===== config.mk =====
export PLATFORM = sky130hd
export DESIGN_NAME = fp_issue_ctrl
export DESIGN_NICKNAME = d
export VERILOG_FILES = /design/src/rtl/fp_pkg.sv /design/src/rtl/fp_hazard_cmp.sv /design/src/rtl/fp_issue_ctrl.sv
export SDC_FILE = /design/constraint.sdc
export NUM_CORES = 1
export LEC_CHECK = 0
export BUFFER_PORTS_ARGS = -buffer_cell sky130_fd_sc_hd__buf_2
export CORE_UTILIZATION = 54
export CTS_BUF_LIST = sky130_fd_sc_hd__clkbuf_8
export CTS_CLUSTER_SIZE = 10
export DETAILED_ROUTE_END_ITERATION = 8
export PLACE_DENSITY_LB_ADDON = 0.1
export RECOVER_POWER = 25
export REMOVE_ABC_BUFFERS = 1
export SYNTH_ARGS = -nofsm -noshare
export SYNTH_HDL_FRONTEND = slang
export SYNTH_SLANG_ARGS = --single-unit

===== constraint.sdc =====
create_clock -name clk -period 1.94 [get_ports clk]
set_clock_uncertainty 0.2 [all_clocks]
set_input_delay 0 -clock clk [delete_from_list [all_inputs] [get_ports clk]]
set_output_delay 0 -clock clk [all_outputs]
set_load 0.01 [all_outputs]

===== src/rtl/fp_pkg.sv =====
// Shared types and constants for the FP issue/hazard controller.
package fp_pkg;

  localparam int FP_NREG_W = 5;

  localparam logic [1:0] FC_ADD  = 2'b00;
  localparam logic [1:0] FC_MUL  = 2'b01;
  localparam logic [1:0] FC_DIV  = 2'b10;
  localparam logic [1:0] FC_SQRT = 2'b11;

  localparam logic [1:0] FWD_RF = 2'b00;
  localparam logic [1:0] FWD_E3 = 2'b01;
  localparam logic [1:0] FWD_W  = 2'b10;

  typedef enum logic [1:0] {
    ST_RUN = 2'd0,
    ST_HAZ = 2'd1,
    ST_DS  = 2'd2
  } fsm_state_e;

  // Shadow copy of one FPU stage: write flag, destination, op class.
  typedef struct packed {
    logic                 w;
    logic [FP_NREG_W-1:0] n;
    logic [1:0]           c;
  } stage_t;

  function automatic logic stage_hit(input stage_t s, input logic [FP_NREG_W-1:0] r);
    return s.w && (s.n == r);
  endfunction

endpackage


===== src/rtl/fp_hazard_cmp.sv =====
// Compares one source register against the shadow stages; the youngest
// matching stage decides between stall and a forwarding select.
module fp_hazard_cmp
  import fp_pkg::*;
(
  input  logic                 use_i,
  input  logic [FP_NREG_W-1:0] reg_i,
  input  stage_t               e1_i,
  input  stage_t               e2_i,
  input  stage_t               e3_i,
  input  stage_t               w_i,
  output logic                 stall_o,
  output logic [1:0]           fwd_o
);

  logic hit_e1, hit_e2, hit_e3, hit_w;

  assign hit_e1 = use_i & stage_hit(e1_i, reg_i);
  assign hit_e2 = use_i & stage_hit(e2_i, reg_i);
  assign hit_e3 = use_i & stage_hit(e3_i, reg_i);
  assign hit_w  = use_i & stage_hit(w_i, reg_i);

  // E1/E2 results do not exist yet, so they override any older copy.
  assign stall_o = hit_e1 | hit_e2;

  always_comb begin
    fwd_o = FWD_RF;
    if (!stall_o) begin
      if (hit_e3)     fwd_o = FWD_E3;
      else if (hit_w) fwd_o = FWD_W;
    end
  end

  logic unused_cls;
  assign unused_cls = ^{e1_i.c, e2_i.c, e3_i.c, w_i.c};

endmodule


===== src/rtl/fp_issue_ctrl.sv =====
// FP issue/hazard controller: shadow E1/E2/E3/W pipe, RAW stall, forwarding
// and div/sqrt freeze tracking. Define FP_STALL_CNT_EN for the stall counter.
//   state | meaning
//   RUN   | normal issue
//   HAZ   | stalled on a RAW hazard in E1/E2
//   DS    | pipe frozen by divide/sqrt
module fp_issue_ctrl
  import fp_pkg::*;
#(
  parameter int NREG_W     = FP_NREG_W,
  parameter int STALLCNT_W = 16
) (
  input  logic              clk,
  input  logic              clrn,
  input  logic [NREG_W-1:0] id_fs,
  input  logic [NREG_W-1:0] id_ft,
  input  logic [NREG_W-1:0] id_fd,
  input  logic [2:0]        id_fc,
  input  logic              id_wf,
  input  logic              id_use_fs,
  input  logic              id_use_ft,
  input  logic              ein1,
  input  logic              cancel,
  input  logic              st_ds,
  output logic [NREG_W-1:0] iss_fd,
  output logic [2:0]        iss_fc,
  output logic              iss_wf,
  output logic [1:0]        fwd_a,
  output logic [1:0]        fwd_b,
  output logic              stall_id,
  output logic              e,
  output logic [1:0]        state
`ifdef FP_STALL_CNT_EN
  ,
  output logic [STALLCNT_W-1:0] stall_cnt
`endif
);

  stage_t e1_q, e2_q, e3_q, w_q;
  stage_t e1_d, e2_d, e3_d, w_d;
  fsm_state_e state_q, state_d;
  logic stall_a, stall_b, raw_stall;

  fp_hazard_cmp u_cmp_fs (
    .use_i   (id_use_fs),
    .reg_i   (id_fs),
    .e1_i    (e1_q),
    .e2_i    (e2_q),
    .e3_i    (e3_q),
    .w_i     (w_q),
    .stall_o (stall_a),
    .fwd_o   (fwd_a)
  );

  fp_hazard_cmp u_cmp_ft (
    .use_i   (id_use_ft),
    .reg_i   (id_ft),
    .e1_i    (e1_q),
    .e2_i    (e2_q),
    .e3_i    (e3_q),
    .w_i     (w_q),
    .stall_o (stall_b),
    .fwd_o   (fwd_b)
  );

  assign raw_stall = stall_a | stall_b;
  assign e         = ein1 & ~st_ds;
  assign stall_id  = raw_stall | st_ds | ~ein1;
  assign iss_wf    = id_wf & ~raw_stall & ~cancel;
  assign iss_fd    = id_fd;
  assign iss_fc    = id_fc;
  assign state     = state_q;

  // A stalled or cancelled slot enters E1 as a bubble through iss_wf.
  always_comb begin
    e1_d = e1_q;
    e2_d = e2_q;
    e3_d = e3_q;
    w_d  = w_q;
    if (e) begin
      e1_d = '{w: iss_wf, n: iss_fd, c: iss_fc[2:1]};
      e2_d = e1_q;
      e3_d = e2_q;
      w_d  = e3_q;
    end
  end

  always_ff @(posedge clk or negedge clrn) begin
    if (!clrn) begin
      e1_q <= '0;
      e2_q <= '0;
      e3_q <= '0;
      w_q  <= '0;
    end else begin
      e1_q <= e1_d;
      e2_q <= e2_d;
      e3_q <= e3_d;
      w_q  <= w_d;
    end
  end

  always_comb begin
    state_d = state_q;
    case (state_q)
      ST_RUN: begin
        if (st_ds)          state_d = ST_DS;
        else if (raw_stall) state_d = ST_HAZ;
      end
      ST_HAZ: begin
        if (st_ds)           state_d = ST_DS;
        else if (!raw_stall) state_d = ST_RUN;
      end
      ST_DS: begin
        if (!st_ds) state_d = raw_stall ? ST_HAZ : ST_RUN;
      end
      default: state_d = ST_RUN;
    endcase
  end

  always_ff @(posedge clk or negedge clrn) begin
    if (!clrn) state_q <= ST_RUN;
    else       state_q <= state_d;
  end

`ifdef FP_STALL_CNT_EN
  logic [STALLCNT_W-1:0] cnt_q, cnt_d;

  // Only stalls raised by the FPU side count; cache stalls are excluded.
  always_comb begin
    cnt_d = cnt_q;
    if (stall_id && ein1 && (cnt_q != '1)) cnt_d = cnt_q + STALLCNT_W'(1);
  end

  always_ff @(posedge clk or negedge clrn) begin
    if (!clrn) cnt_q <= '0;
    else       cnt_q <= cnt_d;
  end

  assign stall_cnt = cnt_q;
`else
  logic [STALLCNT_W-1:0] unused_stall_cnt;
  assign unused_stall_cnt = '0;
`endif

endmodule


## Word level (Yosys, flattened, before mapping)

Index checks and enable logic that the tools add are counted.

| storage, ports and cells | value |
|---|---|
| bits in registers | 26 |
| input bits | 26 |
| output and inout port bits | 17 |
| logic and storage cells | 65 |

| cells by class | value |
|---|---|
| eq/ne operators | 13 |
| mux-type cells | 13 |
| bitwise logic cells | 20 |
| reduce and logical (&&, ||, !) cells | 10 |

Operators by type and width:

| kind | count |
|---|---|
| 5-bit == test | 8 |
| 2-bit 2-to-1 mux | 11 |
| 1-bit AND | 11 |
| 1-bit logical AND | 8 |
| 3-bit != test, second input constant | 2 |
| 2-bit one-hot mux with 3 select lines | 1 |
| 1-bit OR | 5 |
| 1-bit inverter | 4 |
| 3-bit AND reduction | 1 |
| 2-bit by 1-bit == test with 1-bit output, second input constant | 1 |
| 2-bit == test, second input constant | 1 |
| 2-bit zero test | 1 |
| 2-bit != test, second input constant | 1 |
| 1-bit 2-to-1 mux | 1 |

## Logic depth before layout (Yosys ltp)

Gate-level depths: netlist of the first run.

| depth | value |
|---|---|
| depth in word-level cells | 8 |
| mapped depth | 6 |
| mapped depth without buffers | 4 |

## Modules after synthesis

A second synthesis of the first run with hierarchy kept.

| second synthesis, totals | value |
|---|---|
| cells, all modules | 148 |
| area total of the unflattened synthesis | 2042.0 µm² |

Modules (own cells, without submodules):

| module | instances | cells each | area each (µm²) | sequential area each (µm²) |
|---|---|---|---|---|
| fp_issue_ctrl | 1 | 84 | 1458.9 | 850.8 |
| fp_hazard_cmp | 2 | 32 | 291.5 | 0.0 |

## Worst setup path after synthesis of the first run

No wires, ideal clock.

| timing | value |
|---|---|
| path kind | reg2out |
| start point | reg e2_q[6] (netlist bit) |
| end point | out fwd_a[1] |
| arrival time | 1.261 ns |
| data required time | 1.740 ns |
| path slack | 0.479 ns |
| stages on the path, launching flop included | 5 |
| path buffers | 0 |
| cells stage by stage | dfrtp_1 xnor2_1 nand4_1 o22ai_2 nor4b_1 |

| on the way | value |
|---|---|
| longest elaborated chain between the ends | 5 |

RTL lines:

| element | line | source |
|---|---|---|
| start: declaration | fp_issue_ctrl.sv:39 | `stage_t e1_q, e2_q, e3_q, w_q;` |
| start signal: assignment | fp_issue_ctrl.sv:91 | `e2_q <= '0;` |
| start signal: assignment | fp_issue_ctrl.sv:96 | `e2_q <= e2_d;` |
| 5-bit == test | fp_pkg.sv:29 | `return s.w && (s.n == r);` |
| 1-bit logical AND | fp_pkg.sv:29 |  |
| 1-bit AND | fp_hazard_cmp.sv:19 | `assign hit_e2 = use_i & stage_hit(e2_i, reg_i);` |
| 1-bit OR | fp_hazard_cmp.sv:24 | `assign stall_o = hit_e1 \| hit_e2;` |
| 2-bit 2-to-1 mux | fp_hazard_cmp.sv:28 | `if (!stall_o) begin` |
| end: declaration | fp_issue_ctrl.sv:28 | `output logic [1:0] fwd_a,` |

Every way passes these cells.

## Worst setup path after layout of the first run

| timing | value |
|---|---|
| start point | reg e3_q[6] (netlist bit) |
| end point | out fwd_a[1] |

| on the way | value |
|---|---|
| longest elaborated chain between the ends | 5 |

RTL lines:

| element | line | source |
|---|---|---|
| start: declaration | fp_issue_ctrl.sv:39 |  |
| start signal: assignment | fp_issue_ctrl.sv:92 | `e3_q <= '0;` |
| start signal: assignment | fp_issue_ctrl.sv:97 | `e3_q <= e3_d;` |
| 5-bit == test | fp_pkg.sv:29 |  |
| 1-bit logical AND | fp_pkg.sv:29 |  |
| 1-bit AND | fp_hazard_cmp.sv:20 | `assign hit_e3 = use_i & stage_hit(e3_i, reg_i);` |
| 2-bit 2-to-1 mux | fp_hazard_cmp.sv:29 | `if (hit_e3) fwd_o = FWD_E3;` |
| 2-bit 2-to-1 mux | fp_hazard_cmp.sv:28 |  |

Every way passes these cells.

==> results of run 1 <==
==> worst min-delay path by stage <==
| stage | start | endpoint | slack (ns) | cells past startpoint |
|---|---|---|---|---|
| finish | ein1 | w_q[6]$_DFFE_PN0P_ | -0.02 | 4 |
| detailed placement | id_fc[0] | iss_fc[0] | -0.20 | 0 |
| floorplan | clrn | e1_q[2]$_DFFE_PN0P_ | -0.50 | 0 |
| global route | ein1 | w_q[6]$_DFFE_PN0P_ | 0.03 | 4 |
| CTS | clrn | w_q[3]$_DFFE_PN0P_ | 0.07 | 2 |
| global placement | id_fc[0] | iss_fc[0] | -0.20 | 0 |
==> synthesized netlist by cell type, drive strengths merged (2+ instances only) <==
| master | number |
|---|---|
| buf | 13 |
| clkbuf | 2 |
| dfrtp | 26 |
| nand2 | 70 |
| nand2b | 2 |
| nand3 | 6 |
| nand4 | 8 |
| nor2 | 2 |
| nor4 | 2 |
| nor4b | 2 |
| o22ai | 2 |
| xnor2 | 32 |
| xor2 | 8 |
==> routing by layer <==
layer  wire (µm)  GRT usage [%]  up-vias  share of wire (%)
li1            -              -      656                  -
met1        1640           34.2      644                 46
met2        1700           41.8       43                 48
met3         153           2.79        5                4.3
met4          51           8.57        0                1.4
met5           0              0        -                  0
==> where the power goes <==
part           internal, mW  total, mW  switching, mW
sequential            0.624      0.731          0.106
combinational         0.194      0.385          0.191
clock                 0.182      0.353          0.172
==> through the flow <==
| stage | power (mW) | utilization [%] | area, µm² |
|---|---|---|---|
| 3_5_place_dp | 1.09 | 61.8 | 1700 |
| 3_3_place_gp | 1.08 | 61.8 | 1700 |
| 6_report | 1.47 | 68.9 | 1900 |
| 4_1_cts | 1.47 | 68.1 | 1880 |
| 5_1_grt | 1.55 | 68.9 | 1900 |
| 2_1_floorplan | 0.953 | - | 1470 |
==> area by class of cell <==
class,count,area [µm²]
multi-input combinational,140,833
fill,243,858
sequential,26,653
inverter,1,3.75
tap,31,38.8
timing repair buffer,50,315
clock buffer,4,55.1
==> kinds of logic (layout without fill, tap and decap cells) <==
logic type	after synthesis	in the layout	share of synthesized area, %
and+or+nand+nor	94	94	25.9
xor gates and xnor gates	40	40	22.4
DFF	26	26	41.6
buffers and inverters	16	55	6.16
AOI/OAI and AO/OA	6	6	3.92
==> layout by cell type (no fill, tap or decap), types with 2 or more instances in the layout <==
cell type      instances
nor4_1                 2
dfrtp_1               24
clkbuf_8               4
dfrtp_2                2
buf_4                  2
dlygate4sd3_1         12
buf_2                 36
nand3_1                6
xor2_1                 8
nor4b_1                2
xnor2_1               31
nand4_1                8
nand2_1               70
nor2_1                 2
==> flip-flops by register name, summed over array words and instances (netlist names) <==
signal,count
e1_q,6
e2_q,6
e3_q,6
w_q,6
state,2
==> critical path, cell delays in order (launching register included) <==
cell and delay [ns]:
dfrtp_1 0.43, xor2_1 0.18, nor4_1 0.33, nand4_1 0.16, nor4b_1 0.17, buf_2 0.15
==> what timing repair did <==
item | CTS | global route
endpoints found under the setup margin | 0 | 5
hold endpoints to repair | 37 | 0
gates resized for setup | 0 | 5
hold buffers | 12 | 0
==> results by group, run 1 <==
Power
  – Power Density: 773 mW/mm²
  – Leak Pwr: 0.917 nW
  – Worst VDD drop: 667 µV

Timing
  – Worst Tran Pin Value: 0.584 ns
  – Final Slew Violations: 0
  – Setup ws final: 0.0542 ns
  – Slew margin rel.: 61.1%
  – Tmin final: 1.89 ns
  – Setup violations, final: 0
  – Fmax achieved: 0.530 GHz
  – Tcrit/Tclk final: 97.2%
  – Setup TNS: 0 ns
  – RSZ-0062 raised after global routing: true
  – Final Hold Viols: 10
  – WHS: -0.0161 ns

Clock network
  – CTS Buf Count: 3
  – CTS tree: done
  – H-tree depth: 1
  – Clock-pin slew on the worst setup and hold paths: 0.09 ns
  – Root buffer cell: clkbuf_8
  – Max clock buf depth: 2
  – Clk sinks: 26
  – Clk_lat worst skew: 0.27 ns
  – Post-CTS Setup Repair Bufs: 0

Drt
  – Final WL: 3540 µm
  – DRC: 0
  – Detailed Route Iter0 Violations: 51
  – Wire length per cell: 14.1 µm
  – DRT Pass-1 Iters: 4
  – Vias per cell: 5.35
  – DR vias: 1,348
  – ANT nets after route: 0

Placement
  – Dpl ws: 0.344 ns
  – Final HPWL DP: 2570 µm
  – Placed insts: 236
  – Global placer's final weighted congestion: 0.909
  – Port Buf Inserts: 36

Logic synthesis
  – Count of different cell masters after synthesis: 22
  – Part of the Yosys area used for sequential elements: 41.6%
  – Most used DFF post-synth: dfrtp_1
  – Post-synth top area share: 41.6%
  – Synth Register Bits: 26
  – Post-synth top area cell: dfrtp_1
  – Syn Area/Cell: 8.59 µm²
  – Post-synth ARST share: 100%
  – Post-synth EDFFs: 0
  – Synth Cell Area: 0.00156 mm²
  – Gate Count Post-Synth: 182
  – Top cells by area, synth: dfrtp_1 (42%), xnor2_1 (18%), nand2_1 (17%)
  – YS warnings: 0

Global route
  – Global-route wire length before repair: 6050 µm
  – Pin count of the biggest net entering global routing: 27
  – Initial antenna violation count: 0
  – GRT Overall Usage: 25.1%
  – Vias in the first global route: 1,316
  – Remaining global-route overflow: 0

Status
  – Outcome: complete, but fails checks
  – Failing checks: hold timing

Worst setup path
  – Crit. Startpoint: e3_q[6]$_DFFE_PN0P_
  – CP Max Fanout: 4
  – Critical path launch point type: flip-flop
  – Req. time, crit path: 1.74 ns
  – Arr. time, crit path: 1.69 ns
  – CP endpoint: fwd_a[1]
  – FF-to-FF End: e1_q[7]$_DFFE_PN0P_
  – Setup CP Type: reg -> out
  – R2R Setup Slk: 0.37 ns
  – Worst reg-to-reg path cell count: 4
  – Worst reg2reg startpoint: e2_q[5]$_DFFE_PN0P_
  – Crit end category: output port

Finish
  – Syn-to-layout area delta: 21.5%
  – Layout Cells excl Fill: 252
  – NumNets Final: 248
  – N_diodes: 0
  – Layout cell share with drive strength beyond 1: 22.2%

Floorplanning
  – Rows: 19
  – Chip height: 55.8 µm
  – Placeable Area: 0.00276 mm²
  – Starting density of the core: 56.7%
  – Ports: 43
  – Die area: 0.00311 mm²
  – Chip width: 55.8 µm

Flow run
  – MaxCap Viol Count: 0

Worst hold path
  – Min-delay worst type: in -> reg
Power figures use the tool's default switching activity.
==> inputs of run 2 (changes only) <==
--- a/config.mk
+++ b/config.mk
@@ -5,11 +5,12 @@
 export SDC_FILE = /design/constraint.sdc
 export NUM_CORES = 1
 export LEC_CHECK = 0
-export BUFFER_PORTS_ARGS = -buffer_cell sky130_fd_sc_hd__buf_2
+export ABC_AREA = 1
 export CORE_UTILIZATION = 54
 export CTS_BUF_LIST = sky130_fd_sc_hd__clkbuf_8
 export CTS_CLUSTER_SIZE = 10
 export DETAILED_ROUTE_END_ITERATION = 8
+export DONT_BUFFER_PORTS = 1
 export PLACE_DENSITY_LB_ADDON = 0.1
 export RECOVER_POWER = 25
 export REMOVE_ABC_BUFFERS = 1
==> run 2 against run 1 <==
Against the previous run: synthesized cell count rose by 41%; register-to-register slack better by 0.12 ns; die area increased by 6.7%; clock power is essentially flat; routed wire length increased by 18%; setup slack improved by 0.15 ns; the run ends with DRC left.
==> results by group, run 2 <==
Clock network
  – Clk_lat worst skew: 0.27 ns (about the same)
  – Root buffer cell: clkbuf_8 (unchanged)
  – CTS Buf Count: 3 (unchanged)
  – Post-CTS Resized: 0 (unchanged)
  – H-tree depth: 1 (unchanged)
  – Clk sinks: 26 (unchanged)
  – CTS tree: done (unchanged)
  – Max clock buf depth: 2 (unchanged)
  – Clock-pin slew on the worst setup and hold paths: 0.09 ns (about the same)

Worst setup path
  – Crit end category: output port (unchanged)
  – Arr. time, crit path: 1.54 ns (was 1.69 ns)
  – Setup CP Type: reg -> out (unchanged)
  – CP Max Fanout: 4 (unchanged)
  – Critical path launch point type: flip-flop (unchanged)
  – Req. time, crit path: 1.74 ns (about the same)

Floorplanning
  – Rows: 19 (unchanged)
  – Starting density of the core: 58.6% (was 56.7%)
  – Die area: 0.00332 mm² (was 0.00311 mm²)
  – Ports: 43 (unchanged)
  – Chip height: 57.6 µm (was 55.8 µm)
  – Placeable Area: 0.00285 mm² (was 0.00276 mm²)
  – Chip width: 57.6 µm (was 55.8 µm)

Finish
  – Syn-to-layout area delta: 14.2% (was 21.5%)
  – Final Instance Area: 0.00191 mm² (was 0.00190 mm²)
  – N_diodes: 0 (unchanged)
  – Core Util, Final: 66.9% (was 68.9%)
  – Most frequent cells in the layout: nand2_1 (89), inv_1 (28), o21ai_0 (28) (was nand2_1 (70), buf_2 (36), xnor2_1 (31))
  – Commonest non-fill, non-tap cell in the layout: nand2_1 (unchanged)
  – Layout cell share with drive strength beyond 1: 7.81% (was 22.2%)
  – NumNets Final: 296 (was 248)

Timing
  – Setup violations, final: 0 (unchanged)
  – Final Hold Viols: 0 (was 10)
  – Tcrit/Tclk final: 89.6% (was 97.2%)
  – RSZ-0062 raised after global routing: false (was true)
  – Final Slew Violations: 0 (unchanged)
  – Setup TNS: 0 ns (unchanged)
  – Worst Tran Pin Value: 1.17 ns (was 0.584 ns)
  – Fmax achieved: 0.575 GHz (was 0.530 GHz)
  – Tmin final: 1.74 ns (was 1.89 ns)
  – Slew margin rel.: 22.2% (was 61.1%)
  – WHS: 0.0261 ns (was -0.0161 ns)

Drt
  – Wire length per cell: 13.9 µm (was 14.1 µm)
  – Detailed Route Iter0 Violations: 116 (was 51)
  – Final WL: 4170 µm (was 3540 µm)
  – DR vias: 1,626 (was 1,348)
  – DRC: 3 (was 0)
  – DRT Pass-1 Iters: 6 (was 4)
  – Vias per cell: 5.42 (was 5.35)
  – ANT nets after route: 0 (unchanged)

Placement
  – Final HPWL DP: 3010 µm (was 2570 µm)
  – Global placer's final weighted congestion: 0.914 (was 0.909)
  – Placement Cell Area: 0.00164 mm² (was 0.00170 mm²)
  – Port Buf Inserts: 0 (was 36)

Logic synthesis
  – Most used DFF post-synth: dfrtp_1 (unchanged)
  – Post-synth top area share: 38.9% (was 41.6%)
  – Top cells by area, synth: dfrtp_1 (39%), nand2_1 (20%), o21ai_0 (8.4%) (was dfrtp_1 (42%), xnor2_1 (18%), nand2_1 (17%))
  – Top cells by count, synth: nand2_1 (89), inv_1 (28), o21ai_0 (28) (was nand2_1 (70), xnor2_1 (32), dfrtp_1 (26))
  – Most frequent cell after synthesis: nand2_1 (unchanged)
  – Gate Count Post-Synth: 256 (was 182)
  – Synth Cell Area: 0.00167 mm² (was 0.00156 mm²)
  – Post-synth top area cell: dfrtp_1 (unchanged)
  – Post-synth EDFFs: 0 (unchanged)
  – Syn Area/Cell: 6.53 µm² (was 8.59 µm²)
  – YS warnings: 0 (unchanged)
  – Post-synth ARST share: 100% (unchanged)
  – Synth Register Bits: 26 (unchanged)
  – Count of different cell masters after synthesis: 21 (was 22)
  – Part of the Yosys area used for sequential elements: 38.9% (was 41.6%)

Global route
  – Grt peak-use layer: met2 (unchanged)
  – GRT Overall Usage: 27.2% (was 25.1%)
  – Met3 usage: 5.58% (was 2.79%)
  – GR met2 Demand/Resource: 43.7% (was 41.8%)
  – Pin count of the biggest net entering global routing: 35 (was 27)
  – Remaining global-route overflow: 0 (unchanged)
  – Vias in the first global route: 1,513 (was 1,316)
  – Global-route wire length before repair: 6740 µm (was 6050 µm)
  – GR Util met1: 37.0% (was 34.2%)
  – Initial antenna violation count: 0 (unchanged)

Power
  – Leak Pwr: 0.992 nW (was 0.917 nW)
  – Total power: 1.43 mW (was 1.47 mW)
  – Worst VDD drop: 467 µV (was 667 µV)
  – Power Density: 747 mW/mm² (was 773 mW/mm²)

Status
  – Outcome: complete, but fails checks (unchanged)
  – Failing checks: DRC (was hold timing)

Worst hold path
  – Min-delay worst type: in -> out (was in -> reg)

Flow run
  – MaxCap Viol Count: 0 (unchanged)
run 2: worst paths after layout:
check	from	endpoint	slack, ns	depth (start not counted)
worst min register to register	e2_q[2]$_DFFE_PN0P_	e2_q[2]$_DFFE_PN0P_	0.31	2
worst min-delay path	id_ft[0]	fwd_b[0]	0.03	3
worst max register to register	e1_q[5]$_DFFE_PN0P_	state[0]$_DFFE_PN0P_	0.49	9
max in group asynchronous	clrn	e1_q[2]$_DFFE_PN0P_	0.32	3
worst max-delay path	e2_q[6]$_DFFE_PN0P_	iss_wf	0.20	7
min in group asynchronous	clrn	e3_q[4]$_DFFE_PN0P_	0.53	3
run 2: critical path, stage by stage, from the launching register on:
cell and delay (ns):
dfrtp_1 0.41, o21ai_0 0.24, nor2_1 0.07, nand3_1 0.08, nand2_1 0.07, nand2_2 0.10, nand2_2 0.08, nor3_2 0.21
run 2: cells by family (layout without fill, tap and decap cells):
group / count (synthesis) / count (layout) / synth area share, %
AOI/OAI and AO/OA: 44 / 44 / 13.8
DFF: 26 / 26 / 38.9
and+or+nand+nor: 135 / 135 / 33.0
buffers and inverters: 48 / 61 / 12.6
xor gates and xnor gates: 3 / 3 / 1.57
run 2: power by group:
group / internal, mW / switching (mW) / leakage, nW
Clock: 0.182 / 0.171 / 0.0288
Combinational: 0.149 / 0.217 / 0.632
Sequential: 0.625 / 0.0832 / 0.332
run 2: what timing repair did:
item,CTS,global route
hold buffers,20,0
setup endpoints to repair,0,0
buffers inserted,0,0
endpoints found under the hold margin,56,0
run 2: routing by layer:
| layer | share of wire, % | vias up |
|---|---|---|
| met2 | 45 | 58 |
| met3 | 6.9 | 3 |
| li1 | - | 822 |
| met1 | 47 | 743 |
| met5 | 0 | - |
| met4 | 0.50 | 0 |
run 2: metrics by stage:
step,cells,setup slack (ns)
global route,300,0.0609
detailed placement,276,0.499
CTS,300,0.189
global placement,276,0.519
finish,300,0.201
floorplan,244,0.492
run 2: cell type report:
cell class              instances  area, µm²
clock buffers                   4       55.1
fillers                       263        943
inverters                      36        135
multi-input cells             182        810
flip-flops and latches         26        651
well taps                      31       38.8
repair buffers                 21        220
==> inputs of run 3 (changes only) <==
--- a/config.mk
+++ b/config.mk
@@ -12,7 +12,6 @@
 export DETAILED_ROUTE_END_ITERATION = 8
 export DONT_BUFFER_PORTS = 1
 export PLACE_DENSITY_LB_ADDON = 0.1
-export RECOVER_POWER = 25
 export REMOVE_ABC_BUFFERS = 1
 export SYNTH_ARGS = -nofsm -noshare
 export SYNTH_HDL_FRONTEND = slang
==> run 3 against run 2 <==
Against the previous run: die area unchanged; routed wire length about the same; non-clock buffer count unchanged; critical endpoint unchanged; the flow still finishes with violations (DRC); power increased by 0.23%; sequential power about the same; register-to-register slack about the same; global-route usage unchanged; worst hold slack unchanged; clock power about the same; combinational power about the same; utilization increased by 0.26 points.
==> results by group, run 3 (synthesized netlist as in run 2, its figures left out) <==
Clock network
  – H-tree depth: 1 (unchanged)
  – Clk_lat worst skew: 0.27 ns (about the same)
  – Clock-pin slew on the worst setup and hold paths: 0.09 ns (about the same)
  – Post-CTS Resized: 0 (unchanged)
  – Hold-fix buffers at CTS: 20 (unchanged)
  – Root buffer cell: clkbuf_8 (unchanged)
  – CTS tree: done (unchanged)
  – Post-CTS Setup Repair Bufs: 0 (unchanged)
  – Clk sinks: 26 (unchanged)
  – Max clock buf depth: 2 (unchanged)
  – CTS Buf Count: 3 (unchanged)

Worst setup path
  – Req. time, crit path: 1.74 ns (about the same)
  – Crit end category: output port (unchanged)
  – CP Max Fanout: 4 (unchanged)
  – CP max-delay cell: dfrtp_1 (unchanged)
  – Arr. time, crit path: 1.54 ns (about the same)
  – Critical path launch point type: flip-flop (unchanged)
  – Worst path max stage delay: 0.41 ns (about the same)
  – Setup CP Type: reg -> out (unchanged)
  – CP most frequent cell: nand2_2 (unchanged)
  – Cell Chain, Critical Path: o21ai_0 -> nor2_1 -> nand3_1 -> nand2_1 -> nand2_2 -> nand2_2 -> nor3_2 (unchanged)

Floorplanning
  – Die area: 0.00332 mm² (unchanged)
  – Ports: 43 (unchanged)
  – Rows: 19 (unchanged)
  – Chip width: 57.6 µm (unchanged)
  – Starting density of the core: 58.6% (unchanged)
  – Placeable Area: 0.00285 mm² (unchanged)
  – Chip height: 57.6 µm (unchanged)

Finish
  – Fillcell total: 261 (was 263)
  – Most frequent cells in the layout: nand2_1 (89), inv_1 (28), o21ai_0 (28) (unchanged)
  – N_diodes: 0 (unchanged)
  – Final Instance Area: 0.00192 mm² (was 0.00191 mm²)
  – Syn-to-layout area delta: 14.7% (was 14.2%)
  – Layout cell share with drive strength beyond 1: 8.18% (was 7.81%)
  – NumNets Final: 296 (unchanged)
  – Commonest non-fill, non-tap cell in the layout: nand2_1 (unchanged)

Timing
  – Slew margin rel.: 66.8% (was 22.2%)
  – Worst Tran Pin Value: 0.497 ns (was 1.17 ns)
  – RSZ-0062 raised after global routing: false (unchanged)
  – Fmax achieved: 0.575 GHz (unchanged)
  – Final Slew Violations: 0 (unchanged)
  – WHS: 0.0261 ns (unchanged)
  – Final Hold Viols: 0 (unchanged)
  – Setup TNS: 0 ns (unchanged)
  – Tcrit/Tclk final: 89.6% (unchanged)
  – Tmin final: 1.74 ns (unchanged)
  – Setup violations, final: 0 (unchanged)

Drt
  – Detailed Route Iter0 Violations: 116 (unchanged)
  – ANT nets after route: 0 (unchanged)
  – DRT Pass-1 Iters: 6 (unchanged)
  – DRC: 3 (unchanged)
  – DR vias: 1,626 (unchanged)
  – Wire length per cell: 13.9 µm (about the same)
  – Final WL: 4170 µm (about the same)
  – Vias per cell: 5.42 (unchanged)

Global route
  – GRT Overall Usage: 27.2% (unchanged)
  – Initial antenna violation count: 0 (unchanged)
  – Remaining global-route overflow: 0 (unchanged)
  – Pin count of the biggest net entering global routing: 35 (unchanged)
  – Global-route wire length before repair: 6740 µm (unchanged)
  – Vias in the first global route: 1,513 (unchanged)

Power
  – Leak Pwr: 0.989 nW (was 0.992 nW)
  – Net Sw Frac: 33.0% (about the same)
  – Combinational share of power: 25.8% (was 25.6%)
  – P_int: 958 µW (was 956 µW)
  – Sequential Power Share: 49.5% (was 49.6%)
  – Worst VDD drop: 468 µV (was 467 µV)
  – Clock Power Share: 24.7% (about the same)
  – Sw power: 472 µW (was 471 µW)
  – Power Density: 746 mW/mm² (was 747 mW/mm²)

Placement
  – Final HPWL DP: 3010 µm (unchanged)
  – Placement Cell Area: 0.00164 mm² (unchanged)
  – Global placer's final weighted congestion: 0.914 (unchanged)
  – Port Buf Inserts: 0 (unchanged)

Status
  – Failing checks: DRC (unchanged)
  – Outcome: complete, but fails checks (unchanged)

Flow run
  – MaxCap Viol Count: 0 (unchanged)

Worst hold path
  – Min-delay worst type: in -> out (unchanged)
## run 3: critical path, delay by kind of cell, from the launching register on
kind / cells / cell delay (ns)
and+or+nand+nor: 6 / 0.61
DFF: 1 / 0.41
AOI/OAI and AO/OA: 1 / 0.24
## run 3: power groups by stage
stage	Clock [mW]	Combinational [mW]	Sequential (mW)
finish	0.353	0.369	0.708
global placement	0	0.307	0.716
CTS	0.363	0.370	0.706
detailed placement	0	0.310	0.717
global route	0.386	0.425	0.720
floorplan	0	0.253	0.695
## run 3: final cells by class
cell class,instances,area [µm²],area share [%]
multi-input combinational,182,810,42.2
inverter,36,135,7.05
tap,31,38.8,2.02
timing repair buffer,21,228,11.9
clock buffer,4,55.1,2.87
sequential,26,651,33.9
## run 3: layer usage
metal | share of wire (%) | track usage, % | vias to the layer above
li1 | - | - | 822
met1 | 47 | 37.0 | 743
met2 | 45 | 43.7 | 58
met3 | 6.9 | 5.58 | 3
met4 | 0.50 | 8.71 | 0
met5 | 0 | 0 | -
## run 3: final timing paths
| check | from | endpoint | slack (ns) | depth (start not counted) |
|---|---|---|---|---|
| setup / recovery | e2_q[6]$_DFFE_PN0P_ | iss_wf | 0.20 | 7 |
| hold / removal | id_ft[0] | fwd_b[0] | 0.03 | 3 |
| setup reg to reg | e1_q[5]$_DFFE_PN0P_ | state[0]$_DFFE_PN0P_ | 0.49 | 9 |
| hold reg to reg | e2_q[2]$_DFFE_PN0P_ | e2_q[2]$_DFFE_PN0P_ | 0.31 | 2 |
| max in group asynchronous | clrn | e1_q[2]$_DFFE_PN0P_ | 1.35 | 3 |
| min in group asynchronous | clrn | e3_q[4]$_DFFE_PN0P_ | 0.04 | 3 |
## run 3: stage by stage
step	setup WS, ns	power [mW]	cells	utilization (%)
floorplan	0.492	0.949	244	-
global placement	0.519	1.02	276	57.5
detailed placement	0.499	1.03	276	57.5
CTS	0.189	1.44	300	67.2
global route	0.109	1.53	300	67.2
finish	0.201	1.43	300	67.2
